==> config.mk <==
export PLATFORM = sky130hd
export DESIGN_NAME = uart_fmt_mux
export DESIGN_NICKNAME = d
export VERILOG_FILES = /design/src/rtl/uart_fmt_mux_pkg.sv /design/src/rtl/uart_fmt_mux_rr_arb.sv /design/src/rtl/uart_fmt_mux.sv
export SDC_FILE = /design/constraint.sdc
export NUM_CORES = 1
export LEC_CHECK = 0
export CORE_MARGIN = 8
export CORE_UTILIZATION = 56
export DETAILED_ROUTE_END_ITERATION = 7
export PLACE_DENSITY = 0.91
export SKIP_CTS_REPAIR_TIMING = 1
export SLEW_MARGIN = 0
export SYNTH_ARGS = -nofsm -noshare
export SYNTH_HDL_FRONTEND = slang
export SYNTH_HIERARCHICAL = 1
export SYNTH_SLANG_ARGS = --single-unit
==> constraint.sdc <==
create_clock -name clk -period 5.76 [get_ports clk]
set_input_delay 1.152 -clock clk [delete_from_list [all_inputs] [get_ports clk]]
set_output_delay 1.152 -clock clk [all_outputs]
set_load 0.02 [all_outputs]
==> src/rtl/uart_fmt_mux_pkg.sv <==
// uart_fmt_mux_pkg
//   Shared definitions for the debug-print formatter: FSM state encoding,
//   the ASCII characters the formatter emits, EOL_MODE values and the
//   nibble-to-ASCII conversion used for both register and data digits.
//   No ports (package).
package uart_fmt_mux_pkg;

    typedef enum logic [2:0] {
        ST_IDLE = 3'd0,
        ST_PFX  = 3'd1,
        ST_REG  = 3'd2,
        ST_COL  = 3'd3,
        ST_DAT  = 3'd4,
        ST_EOL1 = 3'd5,
        ST_EOL2 = 3'd6
    } state_e;

    localparam logic [7:0] ASC_R   = 8'h52;  // "R"
    localparam logic [7:0] ASC_COL = 8'h3A;  // ":"
    localparam logic [7:0] ASC_CR  = 8'h0D;
    localparam logic [7:0] ASC_LF  = 8'h0A;

    // EOL_MODE values; mode 0 ("\n" then "\r") is the default fall-through.
    localparam int EOL_CR_LF   = 1;
    localparam int EOL_LF_ONLY = 2;

    // Upper-case hex digit for one nibble.
    function automatic logic [7:0] fn_nib2ascii(input logic [3:0] n);
        if (n < 4'd10) begin
            return 8'h30 + {4'h0, n};
        end
        return 8'h41 + {4'h0, n} - 8'd10;
    endfunction

endpackage

==> src/rtl/uart_fmt_mux_rr_arb.sv <==
// uart_rr_arb
//   Round-robin arbiter over NCH requesters. The search starts at the
//   pointer; the pointer moves to grant+1 (mod NCH) only when en_i is high
//   and some request is present.
// Ports
//   clk, rst_n : clock, asynchronous active-low reset
//   req_i      : per-requester request
//   en_i       : accept the current grant (advances the pointer)
//   gnt_o      : one-hot grant (combinational)
//   idx_o      : index of the granted requester
//   any_o      : at least one request present
module uart_rr_arb
    import uart_fmt_mux_pkg::*;
#(
    parameter  int NCH = 4,
    localparam int IW  = (NCH > 1) ? $clog2(NCH) : 1
) (
    input  logic           clk,
    input  logic           rst_n,
    input  logic [NCH-1:0] req_i,
    input  logic           en_i,
    output logic [NCH-1:0] gnt_o,
    output logic [IW-1:0]  idx_o,
    output logic           any_o
);

    logic [IW-1:0] ptr_q, ptr_d;
    logic [IW-1:0] cand;

    always_comb begin
        gnt_o = '0;
        idx_o = '0;
        any_o = 1'b0;
        cand  = '0;
        for (int i = 0; i < NCH; i++) begin
            cand = IW'((int'(ptr_q) + i) % NCH);
            if (!any_o && req_i[cand]) begin
                any_o        = 1'b1;
                gnt_o[cand]  = 1'b1;
                idx_o        = cand;
            end
        end
    end

    always_comb begin
        ptr_d = ptr_q;
        if (en_i && any_o) begin
            ptr_d = IW'((int'(idx_o) + 1) % NCH);
        end
    end

    always_ff @(posedge clk or negedge rst_n) begin
        if (!rst_n) begin
            ptr_q <= '0;
        end else begin
            ptr_q <= ptr_d;
        end
    end

endmodule

==> src/rtl/uart_fmt_mux.sv <==
// uart_fmt_mux
//   Multi-channel debug-print formatter. Each channel strobes a
//   (register, data) pair; pairs are arbitrated round-robin and printed as
//   "R<reg hex>:<data hex><EOL>" on a valid/ready byte stream.
// Ports
//   clk, rst_n  : clock, asynchronous active-low reset
//   i_stb       : per-channel print request pulse
//   i_data      : channel c data at [c*DW +: DW]
//   i_reg       : channel c register number at [c*RW +: RW]
//   o_busy      : channel has a pending or in-progress line
//   o_ovf       : sticky overflow (strobe while busy; request dropped)
//   i_ovf_clr   : clear o_ovf per channel; a same-cycle set wins
//   o_byte      : ASCII character
//   o_byte_vld  : o_byte valid
//   i_byte_rdy  : sink accepts o_byte
module uart_fmt_mux
    import uart_fmt_mux_pkg::*;
#(
    parameter int NCH      = 4,
    parameter int DW       = 32,
    parameter int RW       = 4,
    parameter int EOL_MODE = 0,
    parameter int LZS      = 0
) (
    input  logic            clk,
    input  logic            rst_n,
    input  logic [NCH-1:0]  i_stb,
    input  logic [NCH*DW-1:0] i_data,
    input  logic [NCH*RW-1:0] i_reg,
    output logic [NCH-1:0]  o_busy,
    output logic [NCH-1:0]  o_ovf,
    input  logic [NCH-1:0]  i_ovf_clr,
    output logic [7:0]      o_byte,
    output logic            o_byte_vld,
    input  logic            i_byte_rdy
);

    localparam int NDIG = DW / 4;
    localparam int RDIG = (RW + 3) / 4;
    localparam int IW   = (NCH > 1) ? $clog2(NCH) : 1;
    localparam int CW   = $clog2((NDIG > RDIG) ? NDIG : RDIG) + 1;

    state_e          state_q, state_d;
    logic [CW-1:0]   cnt_q, cnt_d;
    logic [IW-1:0]   gnt_q, gnt_d;
    logic [NCH-1:0]  busy_q, busy_d;
    logic [NCH-1:0]  ovf_q, ovf_d;
    logic [7:0]      byte_q, byte_d;
    logic            vld_q;
    logic [DW-1:0]   dat_q [NCH];
    logic [RW-1:0]   reg_q [NCH];

    logic            hs;
    logic            line_done;
    logic            arb_en;
    logic            arb_any;
    logic [IW-1:0]   arb_idx;
    logic [DW-1:0]   cur_dat;
    logic [RDIG*4-1:0] cur_reg;

    function automatic logic [3:0] dat_nib(input logic [DW-1:0] d, input logic [CW-1:0] idx);
        logic [3:0] n;
        n = '0;
        for (int i = 0; i < NDIG; i++) begin
            if (idx == CW'(i)) n = d[i*4 +: 4];
        end
        return n;
    endfunction

    function automatic logic [3:0] reg_nib(input logic [RDIG*4-1:0] r, input logic [CW-1:0] idx);
        logic [3:0] n;
        n = '0;
        for (int i = 0; i < RDIG; i++) begin
            if (idx == CW'(i)) n = r[i*4 +: 4];
        end
        return n;
    endfunction

    // Index of the most significant non-zero nibble; 0 for an all-zero word
    // so that the last digit is always printed.
    function automatic logic [CW-1:0] dat_msd(input logic [DW-1:0] d);
        logic [CW-1:0] r;
        r = '0;
        for (int i = 0; i < NDIG; i++) begin
            if (d[i*4 +: 4] != 4'h0) r = CW'(i);
        end
        return r;
    endfunction

    uart_rr_arb #(.NCH(NCH)) u_arb (
        .clk   (clk),
        .rst_n (rst_n),
        .req_i (busy_q),
        .en_i  (arb_en),
        .gnt_o (),
        .idx_o (arb_idx),
        .any_o (arb_any)
    );

    assign hs = vld_q & i_byte_rdy;

    // The granted channel's holding registers are frozen while it is busy,
    // so they can be read directly for every digit of the line.
    always_comb begin
        cur_dat          = dat_q[gnt_q];
        cur_reg          = '0;
        cur_reg[RW-1:0]  = reg_q[gnt_q];
    end

    always_comb begin
        state_d   = state_q;
        cnt_d     = cnt_q;
        gnt_d     = gnt_q;
        arb_en    = 1'b0;
        line_done = 1'b0;
        unique case (state_q)
            ST_IDLE: begin
                // Only channels already busy are requesters; a strobe this
                // cycle shows up in busy_q next cycle.
                if (arb_any) begin
                    arb_en  = 1'b1;
                    gnt_d   = arb_idx;
                    state_d = ST_PFX;
                end
            end
            ST_PFX: begin
                if (hs) begin
                    state_d = ST_REG;
                    cnt_d   = CW'(RDIG - 1);
                end
            end
            ST_REG: begin
                if (hs) begin
                    if (cnt_q == '0) state_d = ST_COL;
                    else             cnt_d   = cnt_q - 1'b1;
                end
            end
            ST_COL: begin
                if (hs) begin
                    state_d = ST_DAT;
                    cnt_d   = (LZS != 0) ? dat_msd(cur_dat) : CW'(NDIG - 1);
                end
            end
            ST_DAT: begin
                if (hs) begin
                    if (cnt_q == '0) state_d = ST_EOL1;
                    else             cnt_d   = cnt_q - 1'b1;
                end
            end
            ST_EOL1: begin
                if (hs) begin
                    if (EOL_MODE == EOL_LF_ONLY) begin
                        state_d   = ST_IDLE;
                        line_done = 1'b1;
                    end else begin
                        state_d = ST_EOL2;
                    end
                end
            end
            ST_EOL2: begin
                if (hs) begin
                    state_d   = ST_IDLE;
                    line_done = 1'b1;
                end
            end
            default: state_d = ST_IDLE;
        endcase
    end

    // The output byte is registered from the next state, so it holds
    // steady while the sink stalls (next state equals current state).
    always_comb begin
        byte_d = 8'h00;
        unique case (state_d)
            ST_PFX:  byte_d = ASC_R;
            ST_REG:  byte_d = fn_nib2ascii(reg_nib(cur_reg, cnt_d));
            ST_COL:  byte_d = ASC_COL;
            ST_DAT:  byte_d = fn_nib2ascii(dat_nib(cur_dat, cnt_d));
            ST_EOL1: byte_d = (EOL_MODE == EOL_CR_LF) ? ASC_CR : ASC_LF;
            ST_EOL2: byte_d = (EOL_MODE == EOL_CR_LF) ? ASC_LF : ASC_CR;
            default: byte_d = 8'h00;
        endcase
    end

    always_comb begin
        busy_d = busy_q;
        if (line_done) busy_d[gnt_q] = 1'b0;
        busy_d = busy_d | (i_stb & ~busy_q);
        ovf_d  = (ovf_q & ~i_ovf_clr) | (i_stb & busy_q);
    end

    always_ff @(posedge clk or negedge rst_n) begin
        if (!rst_n) begin
            state_q <= ST_IDLE;
            cnt_q   <= '0;
            gnt_q   <= '0;
            busy_q  <= '0;
            ovf_q   <= '0;
            byte_q  <= 8'h00;
            vld_q   <= 1'b0;
        end else begin
            state_q <= state_d;
            cnt_q   <= cnt_d;
            gnt_q   <= gnt_d;
            busy_q  <= busy_d;
            ovf_q   <= ovf_d;
            byte_q  <= byte_d;
            vld_q   <= (state_d != ST_IDLE);
        end
    end

    always_ff @(posedge clk or negedge rst_n) begin
        if (!rst_n) begin
            for (int c = 0; c < NCH; c++) begin
                dat_q[c] <= '0;
                reg_q[c] <= '0;
            end
        end else begin
            for (int c = 0; c < NCH; c++) begin
                if (i_stb[c] && !busy_q[c]) begin
                    dat_q[c] <= i_data[c*DW +: DW];
                    reg_q[c] <= i_reg[c*RW +: RW];
                end
            end
        end
    end

    assign o_busy     = busy_q;
    assign o_ovf      = ovf_q;
    assign o_byte     = byte_q;
    assign o_byte_vld = vld_q;

endmodule

# Word level (Yosys, flattened, before mapping)
# Cells that the tools add are included.
# word_totals
out_inout_bits,17
regBits,172
# op_classes
reduce_logical,22
n_mux,64
bitwise,11
order_cmp,9
eq_ne,19
n_addsub,11
# ops
operator,n
4-bit two-way mux,18
32-bit binary-select mux with 2-bit select,1
32-bit two-way mux,2
8-bit case mux with 6 select lines,1
8-bit two-way mux,4
3-bit two-way mux,9
3-bit case mux with 7 select lines,1
"3-bit equality test, second input constant",6
1-bit two-way mux,17
"7-bit by 4-bit adder with 8-bit output, first input constant",2
4-bit AND,4
"4-bit by 3-bit equality test with 1-bit output, second input constant",4
"8-bit by 4-bit subtractor with 8-bit output, second input constant",2
"2-bit by 3-bit less-than comparator with 1-bit output, second input constant",5
"6-bit by 4-bit adder with 7-bit output, first input constant",2
"3-bit by 2-bit equality test with 1-bit output, second input constant",4
4-bit inverter,3
4-bit case mux with 3 select lines,1
1-bit logical AND,9
1-bit binary-select mux with 2-bit select,4
4-bit binary-select mux with 2-bit select,1
"4-bit by 2-bit equality test with 1-bit output, second input constant",2
4-bit zero test,2
"4-bit less-than comparator, second input constant",2
other kinds (17),30

# Depth between registers and ports, before layout
# depth
word_depth,21
depth_mapped,17
depth_no_buf,15

# Modules after synthesis
# The synthesis kept the hierarchy.
# modules_own_cells
module,instances,cells_per_inst,area_per_inst_um2
uart_fmt_mux,1,601,8232.9
uart_rr_arb,1,63,550.5

# Worst setup path before layout
# OpenSTA, ideal clock, no wires.
# synth_timing
path_kind,reg2reg
start,reg u_arb.ptr_q[1]
end,"reg byte_q[0], in the netlist o_byte[0]"
path_buffers,2
path_stages_with_launch,14
path_slack_ns,2.295
t_arrival_ns,3.396
setup_ns,0.069
required_time_ns,5.691
cell_sequence,dfrtp_1 buf_2 inv_1 ha_1 clkbuf_1 mux4_2 or4_1 nand2b_1 a21oi_1 o21ai_0 nand2_1 or3_1 a211o_1 nand3_1
# synth_via
elab_chain_len,16
elab_cells_between_ends,30
classes_between,add/sub (3); eq/ne (6); mux (15); reduce/logical (6)
# synth_lines
item,line,text
"start, declared",uart_fmt_mux_rr_arb.sv:27,"logic [IW-1:0] ptr_q, ptr_d;"
"start signal, assigned",uart_fmt_mux_rr_arb.sv:56,ptr_q <= ptr_d;
"parallel branches: the longest is 11 deep, another holds 2-bit by 1-bit adder with 2-bit output",n/a,
1-bit two-way mux *,uart_fmt_mux_rr_arb.sv:37,if (!any_o && req_i[cand]) begin
net arb_any,uart_fmt_mux.sv:56,logic arb_any;
3-bit two-way mux *,uart_fmt_mux.sv:120,if (arb_any) begin
3-bit case mux with 7 select lines *,uart_fmt_mux.sv:116,unique case (state_q)
net state_d[0],uart_fmt_mux.sv:43,"state_e state_q, state_d;"
"3-bit equality test, or another cell as far along",uart_fmt_mux.sv:174,unique case (state_d)
8-bit case mux with 6 select lines *,uart_fmt_mux.sv:174,
net byte_d[0],uart_fmt_mux.sv:48,"logic [7:0] byte_q, byte_d;"
"end signal, assigned",uart_fmt_mux.sv:207,byte_q <= byte_d;
"end, declared",uart_fmt_mux.sv:48,
# Mark *: on every way through the listed nets, which the timed path passes. The select of a mux whose other input is x is not followed.
# A chain may end at the register's enable or synchronous reset.

# Final worst setup path
# layout_timing
start,in i_byte_rdy
end,"reg byte_q[6], in the netlist o_byte[6]"
# layout_via
elab_chain_len,18
elab_cells_between_ends,54
classes_between,add/sub (6); order compare (2); eq/ne (13); mux (31); bitwise (1); reduce/logical (1)
# layout_lines
item,line,text
"start, declared",uart_fmt_mux.sv:35,input logic i_byte_rdy
1-bit AND *,uart_fmt_mux.sv:100,assign hs = vld_q & i_byte_rdy;
"parallel branches: the longest is 16 deep, another holds 4-bit two-way mux",n/a,
8-bit case mux with 6 select lines *,uart_fmt_mux.sv:174,
net byte_d[6],uart_fmt_mux.sv:48,
# Marks and branches as above.

==> flow_summary.json <==
{
  "arrival_ns": 4.63,
  "slowest_stage": "a2111oi_1",
  "fin_area_mm2": 0.01105,
  "comb_power_share": 0.484,
  "period_needed_ns": 4.299,
  "dp_slack_ns": 1.121,
  "leakage_uw": 0.004475,
  "route.vias.total": 6116,
  "hold_slack_ns": 0.5045,
  "cts_tree": "built",
  "startpoint_type": "input pin",
  "area_growth_pct": 28.01,
  "timing.final.ws_setup_ns": 1.461,
  "worst_pin_slew_ns": 1.034,
  "yosysWarnings": 6,
  "max_freq_mhz": 232.6,
  "htree_levels": 4,
  "numPortBuffers": 170,
  "syn_inst": 646,
  "clk_pin_slew_ns": 0.06,
  "dieArea_mm2": 0.01965,
  "die_w_um": 140.2,
  "hold_viol_final": 0,
  "utilization": 0.7299,
  "numCtsBuffers": 17,
  "gr-total-overflow": 0,
  "clock_sinks": 171,
  "wl_um": 22950,
  "gp_congestion": 0.8585,
  "path_common_cell": "nand2_1",
  "antenna_found_initial": 0,
  "grt_pass1_wl_um": 36910,
  "clock-skew-final_ns": 0.007314,
  "final_nets": 959,
  "cp_data_required_time_ns": 6.10,
  "num_antenna_cells": 0,
  "drc": 0,
  "postPlaceCellArea_mm2": 0.01044,
  "slew_viol_final": 0,
  "grt_pass1_vias": 6825,
  "wl_per_cell_um": 22.92,
  "cp-end-kind": "register",
  "vias_per_cell": 6.110,
  "die_y_um": 140.2,
  "place_hpwl_um": 16620,
  "hold_class": "register to register",
  "max_stage_delay_ns": 0.59,
  "initial_core_util": 0.5702,
  "rsz0062_at_grt": "no",
  "maxCapViolCount": 0,
  "slew-limit-headroom": 0.3108,
  "final.setup.tns_ns": 0,
  "path_delay_family": "compound AO/OA/AOI/OAI gates",
  "drtIter0Drc": 474,
  "cellPowerDensity_mw_per_mm2": 615.1,
  "cts-root-buf": "clkbuf_16",
  "synthesis.nets": 805,
  "sw_frac_of_total": 0.3794,
  "row_count": 45,
  "syn_area_mm2": 0.008636,
  "crit_chain": "clkdlybuf4s50_1, nand2_1, a2111oi_1, or2_1, o21ai_0, a311o_1, a32o_2, nand2_1, inv_1, ha_1, a21oi_2, nor2_1, o22ai_1",
  "path_class": "input pin to register",
  "clock_power_share": 0.175,
  "path_max_fanout": 13,
  "p_seq_frac": 0.341,
  "ios": 172,
  "fin_crit_sh": 0.7463,
  "setup_viol": 0,
  "worst-path-buf-inv": 2,
  "peakVddDrop_uv": 333.1,
  "postSynthAreaPerCell_um2": 13.37,
  "drive_gt1_frac": 0.3112,
  "grt_use_total": 0.2401,
  "p_switching_uw": 2580,
  "grt_start_max_net_pins": 87,
  "firstDrtPassIters": 5,
  "internal_power_uw": 4220,
  "status": "complete, no violations",
  "insertion_delay_ns": 0.42,
  "fp.coreArea_mm2": 0.01515,
  "clk_path_buf_depth": 2,
  "final_antenna_net_count": 0
}
-- placed cells by master (no fill, tap or decap), types with 6 or more instances in the layout --
cell type,n
buf_4,7
nand2_1,35
dfrtp_1,169
mux4_2,40
nor3_1,6
nor2_1,14
inv_1,16
clkdlybuf4s50_1,169
a21oi_1,18
nand2b_1,6
clkbuf_16,17
o21ai_0,17
mux2_2,147
nand3_1,13
nor2b_1,6
-- flip-flops by register name, summed over array words and instances, names as in the netlist --
| name | flops |
|---|---|
| dat_q | 128 |
| o_ovf | 4 |
| o_byte_vld | 1 |
| cnt_q | 4 |
| u_arb/ptr_q | 2 |
| reg_q | 16 |
| o_busy | 4 |
| state_q | 3 |
| gnt_q | 2 |
| o_byte | 7 |
-- cell type report --
cell class / count / area (um^2)
Clock inverter: 13 / 165.2
Sequential cell: 171 / 4282
Timing Repair Buffer: 177 / 1755
Clock buffer: 19 / 452.9
Multi-Input combinational cell: 415 / 4094
Inverter: 18 / 70.07
Fill cell: 932 / 4091
Tap cell: 188 / 235.2
-- power by group through the flow --
stage | sequential [uW] | combinational [uW] | clock (uW)
after floorplan | 2080 | 2620 | 0
after global routing | 2400 | 3540 | 1250
after global placement | 2260 | 3140 | 0
final | 2320 | 3290 | 1190
after detailed placement | 2330 | 3240 | 0
after CTS | 2320 | 3280 | 1200
-- layer usage --
metal,wire (um),part of all wire,vias up,track usage
met5,0,0,-,0
met3,1265,0.055,47,0.05437
met1,9188,0.40,3137,0.2927
met2,11860,0.52,221,0.4050
li1,-,-,2711,-
met4,631,0.028,0,0.09943
-- per-stage QoR --
stage	instances	power, uW
after CTS	1001	6794
after global routing	1001	7191
after global placement	969	5402
after detailed placement	969	5572
after floorplan	646	4698
final	1001	6799
-- worst paths after layout --
| kind | start | endpoint | slack [ns] | depth (start not counted) |
|---|---|---|---|---|
| max in group asynchronous | rst_n | dat_q[72]$_DFFE_PN0P_ | 3.80 | 2 |
| min in group asynchronous | rst_n | dat_q[26]$_DFFE_PN0P_ | 0.75 | 1 |
| worst max register to register | u_arb/ptr_q[0]$_DFFE_PN0P_ | o_byte[0]$_DFF_PN0_ | 1.95 | 11 |
| worst min register to register | dat_q[64]$_DFFE_PN0P_ | dat_q[64]$_DFFE_PN0P_ | 0.50 | 1 |
| worst max-delay path | i_byte_rdy | o_byte[6]$_DFF_PN0_ | 1.46 | 13 |
| worst min-delay path | dat_q[64]$_DFFE_PN0P_ | dat_q[64]$_DFFE_PN0P_ | 0.50 | 1 |
No activity file was read; power rests on OpenSTA's default activity.
